[config.mk]
export PLATFORM = sky130hd
export DESIGN_NAME = music_control_unit
export DESIGN_NICKNAME = d
export VERILOG_FILES = /design/src/rtl/music_control_unit.sv
export SDC_FILE = /design/constraint.sdc
export NUM_CORES = 1
export LEC_CHECK = 0
export CAP_MARGIN = 20
export CORE_AREA = 10 10 47 49
export CTS_CLUSTER_SIZE = 10
export DETAILED_ROUTE_END_ITERATION = 6
export DIE_AREA = 0 0 57 59
export RECOVER_POWER = 100
export SLEW_MARGIN = 40
export SYNTH_ARGS = -nofsm -noshare
export SYNTH_HDL_FRONTEND = slang
export SYNTH_SLANG_ARGS = --single-unit
[constraint.sdc]
create_clock -name clk -period 3 [get_ports clk]
set_input_delay 0.6 -clock clk [delete_from_list [all_inputs] [get_ports clk]]
set_output_delay 0.6 -clock clk [all_outputs]
set_load 0.05 [all_outputs]
[src/rtl/music_control_unit.sv]
`default_nettype none
// ============================================================================
// Module   : music_control_unit
// Brief    : Playback controller that turns button and song-done rising edges
//            into a play enable, a one-cycle player restart pulse and a song index.
// Revision : 1.0 - initial release
// ============================================================================
module music_control_unit #(
    parameter int SONG_BITS = 2
) (
    input  logic                 clk,
    input  logic                 reset,
    input  logic                 play_button,
    input  logic                 next_button,
    input  logic                 song_done,
    output logic                 play,
    output logic                 reset_player,
    output logic [SONG_BITS-1:0] song
);

    localparam logic [SONG_BITS-1:0] c_song_one = SONG_BITS'(1);

    typedef enum logic [1:0] {
        ST_PAUSED  = 2'b00,
        ST_PLAYING = 2'b01,
        ST_NEXT    = 2'b10
    } state_t;

    state_t               r_state;
    state_t               w_state_next;
    logic                 r_play_hist;
    logic                 r_next_hist;
    logic                 r_done_hist;
    logic                 w_play_evt;
    logic                 w_next_evt;
    logic                 w_done_evt;
    logic                 w_song_inc;
    logic [SONG_BITS-1:0] r_song;
    logic                 r_play;
    logic                 r_reset_player;

    assign w_play_evt = play_button & ~r_play_hist;
    assign w_next_evt = next_button & ~r_next_hist;
    assign w_done_evt = song_done   & ~r_done_hist;

    // History flops track inputs in every state, so events seen during NEXT
    // are consumed rather than deferred.
    always_ff @(posedge clk or negedge reset) begin
        if (!reset) begin
            r_play_hist <= 1'b0;
            r_next_hist <= 1'b0;
            r_done_hist <= 1'b0;
        end else begin
            r_play_hist <= play_button;
            r_next_hist <= next_button;
            r_done_hist <= song_done;
        end
    end

    always_comb begin
        w_state_next = ST_PAUSED;
        w_song_inc   = 1'b0;
        case (r_state)
            ST_PAUSED: begin
                w_state_next = ST_PAUSED;
                if (w_next_evt) begin
                    w_state_next = ST_NEXT;
                    w_song_inc   = 1'b1;
                end else if (w_play_evt) begin
                    w_state_next = ST_PLAYING;
                end
            end
            ST_PLAYING: begin
                w_state_next = ST_PLAYING;
                if (w_next_evt || w_done_evt) begin
                    w_state_next = ST_NEXT;
                    w_song_inc   = 1'b1;
                end else if (w_play_evt) begin
                    w_state_next = ST_PAUSED;
                end
            end
            ST_NEXT: begin
                w_state_next = ST_PAUSED;
            end
            default: begin
                w_state_next = ST_PAUSED;
            end
        endcase
    end

    // Outputs are decoded from the next state so they leave the flops
    // together with the state they describe.
    always_ff @(posedge clk or negedge reset) begin
        if (!reset) begin
            r_state        <= ST_PAUSED;
            r_song         <= '0;
            r_play         <= 1'b0;
            r_reset_player <= 1'b0;
        end else begin
            r_state        <= w_state_next;
            r_play         <= (w_state_next == ST_PLAYING);
            r_reset_player <= (w_state_next == ST_NEXT);
            if (w_song_inc) begin
                r_song <= r_song + c_song_one;
            end
        end
    end

    assign play         = r_play;
    assign reset_player = r_reset_player;
    assign song         = r_song;

endmodule
`default_nettype wire

## Word-level counts from Yosys, hierarchy flattened

Index checks and enable logic that the tools add are counted.

- Bitwise logic cells: 6
- Multiplexer cells: 8
- $add $sub $neg: 1
- Reduce and logical (&&, ||, !) cells: 2
- Equality and inequality tests: 3

Operators by type and width:

| operator | number |
|---|---|
| 2-bit by 1-bit equality test with 1-bit output, second input constant | 2 |
| 1-bit 2-to-1 mux | 4 |
| 2-bit 2-to-1 mux | 2 |
| 2-bit one-hot mux with 2 select lines | 1 |
| 1-bit bitwise AND | 3 |
| 1-bit NOT | 3 |
| 2-bit by 1-bit adder with 2-bit output, second input constant | 1 |
| 2-bit equality test, second input constant | 1 |
| 2-bit logical NOT | 1 |
| 1-bit one-hot mux with 2 select lines | 1 |
| 1-bit logical OR | 1 |

- Output and inout port bits: 4
- Bits in registers: 9
- Word-level logic and storage cells: 27
- Input port bits: 5

## Logic depth before layout (Yosys ltp)

Gate-level depths: netlist of run 1.

- Depth after elaboration: 6
- Gate-level depth with buffers: 3
- Gate-level depth less buffers: 3

## Worst setup path after synthesis of run 1

Ideal clock, no wire load.

- Path kind: reg-to-output
- Start: register r_song[0] (netlist: song[0])
- End: output song[0]
- Data required time: 2.400 ns
- Buffers on the path: 0
- Data arrival time: 0.628 ns
- Slack: 1.772 ns
- Cell stages (with the launch flop): 1
- Cells stage by stage: dfrtp_1

RTL lines:

| item | RTL line | RTL |
|---|---|---|
| start, declared | 38 | `logic [SONG_BITS-1:0] r_song;` |
| start signal, assigned | 104 | `r_song <= r_song + c_song_one;` |
| end, declared | 18 | `output logic [SONG_BITS-1:0] song` |

No word-level cell between the ends.

## Worst setup path in the final report of run 1

- Start: register r_song[0] (netlist: song[0])
- End: output song[0]

No word-level cell between the ends.

==> metrics.md, run 1 <==
| Metric | Value |
|---|---|
| Outcome | finished, final reports clean |
| Buf+Inv Stages, Crit Path | 1 |
| Critical Path Start | song[0] |
| Synth Net Count | 29 |
| Maximum cell stage delay along the critical path | 890 ps |
| IO Pins | 9 |
| Drc violations | 0 |
| DR WL/cell | 12.8 um |
| Total number of vias | 217 |
| Die W | 57 um |
| Core Box Area | 1400 um^2 |
| CTS tree | yes |
| Most frequent cells in the layout | 9 x dfrtp_1, 8 x dlygate4sd3_1, 5 x a21oi_1 |
| Ys Warns | 0 |
| Power per Cell Area | 833 nW/um^2 |
| Setup slack, reg-to-reg | 1900 ps |
| Post-Synthesis Cells | 24 |
| Reg clk slew, reported paths | 60 ps |
| Seq/Total Area, Yosys | 70.3% |
| Slew Viols, Final | 0 |
| R2r startpoint | r_done_hist |
| Fillers | 157 |
| Post-detail-place hpwl | 458 um |
| Root buffer cell | clkbuf_4 |
| Routed WL | 668 um |
| P&R area growth vs syn | 38.3% |
| RR Endpoint | song[0] |
| Clock Path Buffers | 2 |
| Largest net degree at the start of global routing | 10 |
| Max_cap viols | 0 |
| CP endpoint kind | primary output |
| WP data arrival | 1530 ps |
| Mapped cell area | 320 um^2 |
| Share of layout cells above drive strength 1 | 8.33% |
| CP Data Required Time | 2400 ps |
| Global route hottest layer | met3 |
| GP Congestion | 0.695 |
| First drt pass iteration count | 2 |
| Core Rows | 14 |
| Vias in the first global route | 221 |
| Crit-path cells | dlygate4sd3_1 |
| Setup Buffers After CTS | 0 |
| GR Util met2 | 4.34% |
| Critical-path maximum fanout | 3 |
| Hold Crit Endpoint | song[1] |
| First-pass GRT wire length | 1100 um |
| Final nets | 42 |
| Final WS setup | 871 ps |
| Post-synth cell types | 9 |
| Die H | 59 um |
| Global route total overflow | 0 |
| Slowest-stage cell, CP | dlygate4sd3_1 |
| Startpoint Class | register |
| RSZ-0062 raised after global routing | false |
| Routing usage on met3 | 5.58% |
| P_leak | 0.000205 uW |
| Hold/Removal Path Class | reg -> reg |
| Die ar. | 3360 um^2 |
| Cts hold-fix bufs | 0 |
| Tot Pwr | 369 uW |
| R2R depth | 3 |
| Htree depth | 1 |
| Rel. slew slack | 65.2% |
| GRT Resource Usage Total | 4.44% |
| Final Hold Viols | 0 |
| Clock Sink Count | 9 |
| Avg Cell Area, Syn | 13.3 um^2 |
| #FFs+latches synth | 9 |
| Setup TNS | 0 ps |
| Most common cell after layout, fill and taps aside | dfrtp_1 |
| FMAX | 470 MHz |
| Via density per instance | 4.17 |
| Initial antenna violation count | 0 |
| DRT antenna net count | 0 |
| Crit-path leading delay family | buffers and inverters |
| Slew @ Worst Pin | 520 ps |
| Hold depth | 1 |
| Clk_lat worst skew | 260 ps |
| Max rail drop VDD | 0.000310 V |
| Post-place setup slack | 1230 ps |
| Fin crit share | 71.0% |
| GR Layer Usage met1 | 5.10% |
| Port Buf Inserts | 8 |
| Post-cts repair resize count | 0 |
| ANT cells | 0 |
| Num CTS Buffers | 3 |
| Clk_skew | 0.293 ps |
| Crit path kind | reg -> out |
| Hold Crit Start | song[1] |
| Setup-failing EPs final | 0 |
| Drt initial violations | 2 |
| Minimum clock period | 2130 ps |
| Initial Utilization | 22.9% |
[cells by family after synthesis]
| family | count (synthesis) | share of synthesized area [%] |
|---|---|---|
| AOI/OAI and AO/OA | 6 | 11.7 |
| xor gates and xnor gates | 2 | 5.47 |
| buffers and inverters | 2 | 2.34 |
| DFF | 9 | 70.3 |
| and+or+nand+nor | 5 | 10.2 |
[cells in the mapped netlist (all sizes together)]
master	number	area share (%)
o221ai	1	2.7
dfrtp	9	70
a21oi	5	9.0
nand2b	3	5.9
nand3b	1	2.3
xor2	2	5.5
or3	1	2.0
inv	2	2.3
[power breakdown]
group / total [uW] / internal, uW / switching (uW)
combinational: 117 / 36.2 / 80.5
clock: 95.6 / 51.4 / 44.2
sequential: 156 / 142 / 14.2
total: 369 / 230 / 139
[routing by layer]
layer / vias to the layer above / wire length (um)
met4: 0 / 6
met1: 98 / 332
met5: - / 0
li1: 106 / -
met3: 2 / 103
met2: 11 / 226
[flip-flops by register name (all words and copies together), names as in the netlist]
register and flops:
play 1, r_done_hist 1, r_next_hist 1, r_play_hist 1, r_state 2, reset_player 1
song 2
[worst register-to-register path, cell delays in order, from the launching register on]
cell and delay, ps:
dfrtp_1 380, nand3b_1 200, a21oi_1 260, xor2_1 180
[cell type report]
cell class	count	area [um^2]	share of cell area, %
Inverter	2	7.51	1.69
Tap cell	16	20.0	4.52
Multi-Input combinational cell	13	83.8	18.9
Timing Repair Buffer	8	80.1	18.1
Sequential cell	9	225	50.8
Clock buffer	4	26.3	5.93
[worst max path at each step]
stage                   end  slack (ps)  cells after the start
floorplan           song[0]        1770                      0
global placement    song[0]        1220                      1
detailed placement  song[0]        1230                      1
CTS                 song[0]         920                      1
global route        song[0]         810                      1
finish              song[0]         870                      1
[through the flow]
step	instance area, um^2	std cells	utilization (%)	hold slack, ps
2_1_floorplan	320	24	-	304
3_3_place_gp	420	48	30.0	462
3_5_place_dp	420	48	30.0	456
4_1_cts	447	52	31.9	477
5_1_grt	443	52	31.6	481
6_report	443	52	31.6	471
Note: power is estimated with default switching activity, not from simulation.
==> inputs of run 2 (changes only) <==
==> constraint.sdc (replaced) <==
create_clock -name clk -period 1.7 [get_ports clk]
set_input_delay 0.34 -clock clk [delete_from_list [all_inputs] [get_ports clk]]
set_output_delay 0.34 -clock clk [all_outputs]
set_load 0.05 [all_outputs]
==> run 2 against run 1 <==
  * Critical path type unchanged
  * Core utilization down 1.8 points
  * Critical path depth stayed put
  * Largest power group unchanged
  * Combinational power up 54%
  * Flip-flop and latch count did not move
  * Design area fell by 5.6%
  * Register-to-register slack worse by 1300 ps
  * Final cell count is the same
  * Clock power grew 69%
  * Count of clock-buffer cells in the layout is the same
==> metrics.md, run 2 (synthesis gave the netlist of run 1 again) <==
| Metric | Value |
|---|---|
| Outcome | finished, final reports clean |
| Reg clk slew, reported paths | 60 ps |
| First-pass GRT wire length | 993 um |
| Setup-failing EPs final | 0 |
| Die H | 59 um |
| Port Buf Inserts | 8 |
| Root buffer cell | clkbuf_4 |
| Crit-path cells | clkbuf_1 |
| CP Data Required Time | 1360 ps |
| Core Rows | 14 |
| FMAX | 687 MHz |
| Post-detail-place hpwl | 444 um |
| Post-Layout Cell Count | 52 |
| First drt pass iteration count | 4 |
| Slew @ Worst Pin | 608 ps |
| DR WL/cell | 11.4 um |
| Routed WL | 595 um |
| Drc violations | 0 |
| GRT Resource Usage Total | 4.05% |
| Clock Path Buffers | 2 |
| Final Instance Area | 418 um^2 |
| Clk_lat worst skew | 260 ps |
| IO Pins | 9 |
| Global route total overflow | 0 |
| Share of layout cells above drive strength 1 | 8.33% |
| Die ar. | 3360 um^2 |
| Slowest-stage cell, CP | clkbuf_1 |
| Crit path kind | reg -> out |
| RSZ-0062 raised after global routing | false |
| Final WS setup | 245 ps |
| Drt initial violations | 1 |
| Post-cts repair resize count | 0 |
| Clock Sink Count | 9 |
| Cts hold-fix bufs | 0 |
| Core Box Area | 1400 um^2 |
| Setup TNS | 0 ps |
| Clk_skew | 4.86 ps |
| Area of the multi-input gates | 83.8 um^2 |
| CTS tree | yes |
| Fin crit share | 85.6% |
| Crit-path leading delay family | buffers and inverters |
| Buf+Inv Stages, Crit Path | 1 |
| Power per Cell Area | 1480 nW/um^2 |
| Via density per instance | 4.10 |
| Maximum cell stage delay along the critical path | 490 ps |
| Initial Utilization | 22.9% |
| Final Hold Viols | 0 |
| Critical-path maximum fanout | 3 |
| Die W | 57 um |
| Placed cell count | 48 |
| Max rail drop VDD | 0.000560 V |
| Tot Pwr | 618 uW |
| Final nets | 42 |
| Htree depth | 1 |
| DRT antenna net count | 0 |
| ANT cells | 0 |
| Fillers | 161 |
| Rel. slew slack | 59.6% |
| P_leak | 0.000189 uW |
| Sequential cell area | 225 um^2 |
| Total number of vias | 213 |
| Area after DPL | 410 um^2 |
| Vias in the first global route | 228 |
| P&R area growth vs syn | 30.5% |
| Hold/Removal Path Class | in -> async |
| Max_cap viols | 0 |
| Startpoint Class | register |
| Initial antenna violation count | 0 |
| CP endpoint kind | primary output |
| Largest net degree at the start of global routing | 10 |
| GP Congestion | 0.655 |
| Slew Viols, Final | 0 |
| WP data arrival | 1110 ps |
| Setup Buffers After CTS | 0 |
| Most frequent cells in the layout | 9 x dfrtp_1, 5 x a21oi_1, 5 x clkbuf_1 |
| Minimum clock period | 1450 ps |
| Post-place setup slack | 225 ps |
| Most common cell after layout, fill and taps aside | dfrtp_1 |
| Num CTS Buffers | 3 |
-- run 2: cell types whose count changed in the layout (fill, tap and decap cells not counted) --
| cell | delta |
|---|---|
| clkbuf_1 | +4 |
| dlygate4sd3_1 | -4 |
-- run 2: metrics by stage --
step           hold WS (ps)  util, %
2_1_floorplan          44.4        -
3_3_place_gp            470     29.3
3_5_place_dp            459     29.3
4_1_cts                 377     31.2
5_1_grt                 450     29.8
6_report                443     29.8
-- run 2: power by group --
| part | switching [uW] | internal (uW) |
|---|---|---|
| logic | 141 | 38.9 |
| clock network | 71.8 | 90.3 |
| registers | 24.9 | 251 |
| total | 238 | 380 |
-- run 2: path summary, 6_finish.rpt --
kind	startpoint	endpoint	slack, ps	cells after the start
min in group clk	song[1]	song[1]	480	1
max	song[0]	song[0]	250	1
max in group asynchronous	reset	reset_player	970	1
max reg2reg	r_done_hist	song[0]	650	3
min	reset	play	440	1
min reg2reg	song[1]	song[1]	480	1
-- run 2: area by class of cell --
type | instances | area share, %
flip-flops and latches | 9 | 53.9
repair buffers | 8 | 13.2
clock buffers | 4 | 6.29
well taps | 16 | 4.79
inverters | 2 | 1.80
multi-input cells | 13 | 20.1
-- run 2: per-layer routing --
| metal | track usage [%] | part of all wire (%) |
|---|---|---|
| met1 | 4.73 | 52 |
| met2 | 3.72 | 34 |
| met3 | 5.15 | 14 |
| met4 | 2.01 | 0 |
| met5 | 0 | 0 |
==> inputs of run 3 (changes only) <==
--- a/config.mk
+++ b/config.mk
@@ -7,9 +7,11 @@
 export LEC_CHECK = 0
 export CAP_MARGIN = 20
 export CORE_AREA = 10 10 47 49
+export CTS_BUF_LIST = sky130_fd_sc_hd__clkbuf_8
 export CTS_CLUSTER_SIZE = 10
 export DETAILED_ROUTE_END_ITERATION = 6
 export DIE_AREA = 0 0 57 59
+export GPL_TIMING_DRIVEN = 0
 export RECOVER_POWER = 100
 export SLEW_MARGIN = 40
 export SYNTH_ARGS = -nofsm -noshare
==> run 3 against run 2 <==
  * Maximum frequency decreased by 3.3%
  * Largest cell class unchanged
  * Combinational power rose by 8%
  * Total power rose by 16%
  * Via count fell by 0.47%
  * Wire length rose by 9.1%
  * Clock power is 50% higher
  * Critical endpoint unchanged
==> metrics.md, run 3 (synthesis gave the netlist of run 1 again) <==
| Metric | Value |
|---|---|
| Outcome | finished, final reports clean |
| Crit-path leading delay family | buffers and inverters |
| CTS tree | yes |
| Tot Pwr | 716 uW |
| P_leak | 0.000221 uW |
| Drc violations | 0 |
| Sw power | 253 uW |
| Clock Path Buffers | 2 |
| Final nets | 42 |
| Cell Int Power | 463 uW |
| Core Box Area | 1400 um^2 |
| Drt initial violations | 2 |
| Sw frac | 35.3% |
| Slowest-stage cell, CP | dlygate4sd2_1 |
| Initial antenna violation count | 0 |
| IO Pins | 9 |
| Setup slack, reg-to-reg | 650 ps |
| Routed WL | 649 um |
| Clock Sink Count | 9 |
| Die W | 57 um |
| Vias in the first global route | 230 |
| Max_cap viols | 0 |
| WP data arrival | 1170 ps |
| Setup TNS | 0 ps |
| Setup Buffers After CTS | 0 |
| DR WL/cell | 12.5 um |
| Global route total overflow | 0 |
| GP Congestion | 0.684 |
| P&R area growth vs syn | 42.6% |
| Num CTS Buffers | 3 |
| Max rail drop VDD | 0.000625 V |
| Reg clk slew, reported paths | 50 ps |
| Die H | 59 um |
| Combinational share of power | 27.0% |
| Root buffer cell | clkbuf_8 |
| Most common cell after layout, fill and taps aside | dfrtp_1 |
| Slew Viols, Final | 0 |
| Fin crit share | 88.5% |
| Crit path kind | reg -> out |
| Cts hold-fix bufs | 0 |
| Port Buf Inserts | 8 |
| Sequential cell area | 225 um^2 |
| Setup-failing EPs final | 0 |
| FMAX | 664 MHz |
| Rel. slew slack | 66.7% |
| Reg power frac | 39.0% |
| Critical-path maximum fanout | 3 |
| RSZ-0062 raised after global routing | false |
| Clk_skew | 4.13 ps |
| Largest net degree at the start of global routing | 10 |
| First-pass GRT wire length | 1080 um |
| ANT cells | 0 |
| Fillers | 151 |
| Die ar. | 3360 um^2 |
| DRT antenna net count | 0 |
| Total number of vias | 212 |
| Area of the multi-input gates | 83.8 um^2 |
| Minimum clock period | 1510 ps |
| Htree depth | 1 |
| Buf+Inv Stages, Crit Path | 1 |
| CP endpoint kind | primary output |
| GRT Resource Usage Total | 4.44% |
| CP Data Required Time | 1360 ps |
| Hold/Removal Path Class | reg -> reg |
| Final Hold Viols | 0 |
| Clock share of power | 34.0% |
| Clk_lat worst skew | 230 ps |
| Via density per instance | 4.08 |
| Share of layout cells above drive strength 1 | 8.33% |
| First drt pass iteration count | 3 |
| Most frequent cells in the layout | 9 x dfrtp_1, 5 x a21oi_1, 4 x dlygate4sd3_1, 4 x dlygate4sd2_1 |
| Maximum cell stage delay along the critical path | 550 ps |
| Core Rows | 14 |
| Power per Cell Area | 1570 nW/um^2 |
| Crit-path cells | dlygate4sd2_1 |
| Slew @ Worst Pin | 502 ps |
| Startpoint Class | register |
| Initial Utilization | 22.9% |
==> run 3: cell types whose count changed in the layout (fill, tap and decap cells not counted) <==
| cell | previous run | this run |
|---|---|---|
| clkbuf_4 | 3 | 0 |
| clkbuf_1 | 5 | 0 |
| clkbuf_8 | 0 | 3 |
| inv_1 | 2 | 3 |
| dlygate4sd2_1 | 0 | 4 |
==> run 3: layout make-up <==
type	count	share of cell area [%]
sequential	9	49.3
clock buffer	3	9.04
timing repair buffer	8	16.4
inverter	2	1.64
clock inverter	1	0.822
multi-input combinational	13	18.4
tap	16	4.38
==> run 3: stage by stage <==
stage	std cells	util [%]	worst slack, ps	area, um^2	hold slack (ps)
finish	52	32.6	195	457	445
global route	52	32.6	159	457	487
CTS	52	32.9	177	460	410
detailed placement	48	30.0	164	420	473
global placement	48	30.0	176	420	469
floorplan	24	-	607	320	44.4
==> run 3: worst register-to-register path: stages, from the launching register on <==
cell	delay [ps]
dfrtp_1	370
nand3b_1	200
a21oi_1	250
xor2_1	160
==> run 3: worst paths after layout <==
check	from	endpoint	cells past startpoint
max in group asynchronous	reset	r_next_hist	1
min in group asynchronous	reset	r_play_hist	1
hold / removal	r_state[1]	reset_player	1
hold reg to reg	r_state[1]	reset_player	1
setup / recovery	song[0]	song[0]	1
setup reg to reg	r_done_hist	song[0]	3
==> run 3: power groups by stage <==
| stage | logic, uW | registers [uW] | clock network [uW] |
|---|---|---|---|
| 6_report | 194 | 279 | 243 |
| 4_1_cts | 200 | 281 | 253 |
| 3_3_place_gp | 218 | 281 | 0 |
| 3_5_place_dp | 220 | 282 | 0 |
| 5_1_grt | 204 | 283 | 266 |
| 2_1_floorplan | 36.6 | 379 | 0 |
==> run 3: repair_timing <==
action	CTS	global route
setup endpoints to repair	4	0
endpoints found under the hold margin	0	0
resized for setup	4	0
==> run 3: metal layers <==
| layer | GRT usage, % | vias to the layer above | share of wire [%] |
|---|---|---|---|
| li1 | - | 105 | - |
| met1 | 4.73 | 92 | 46 |
| met2 | 4.34 | 12 | 31 |
| met3 | 4.94 | 3 | 20 |
| met4 | 4.03 | 0 | 3.4 |
| met5 | 0 | - | 0 |
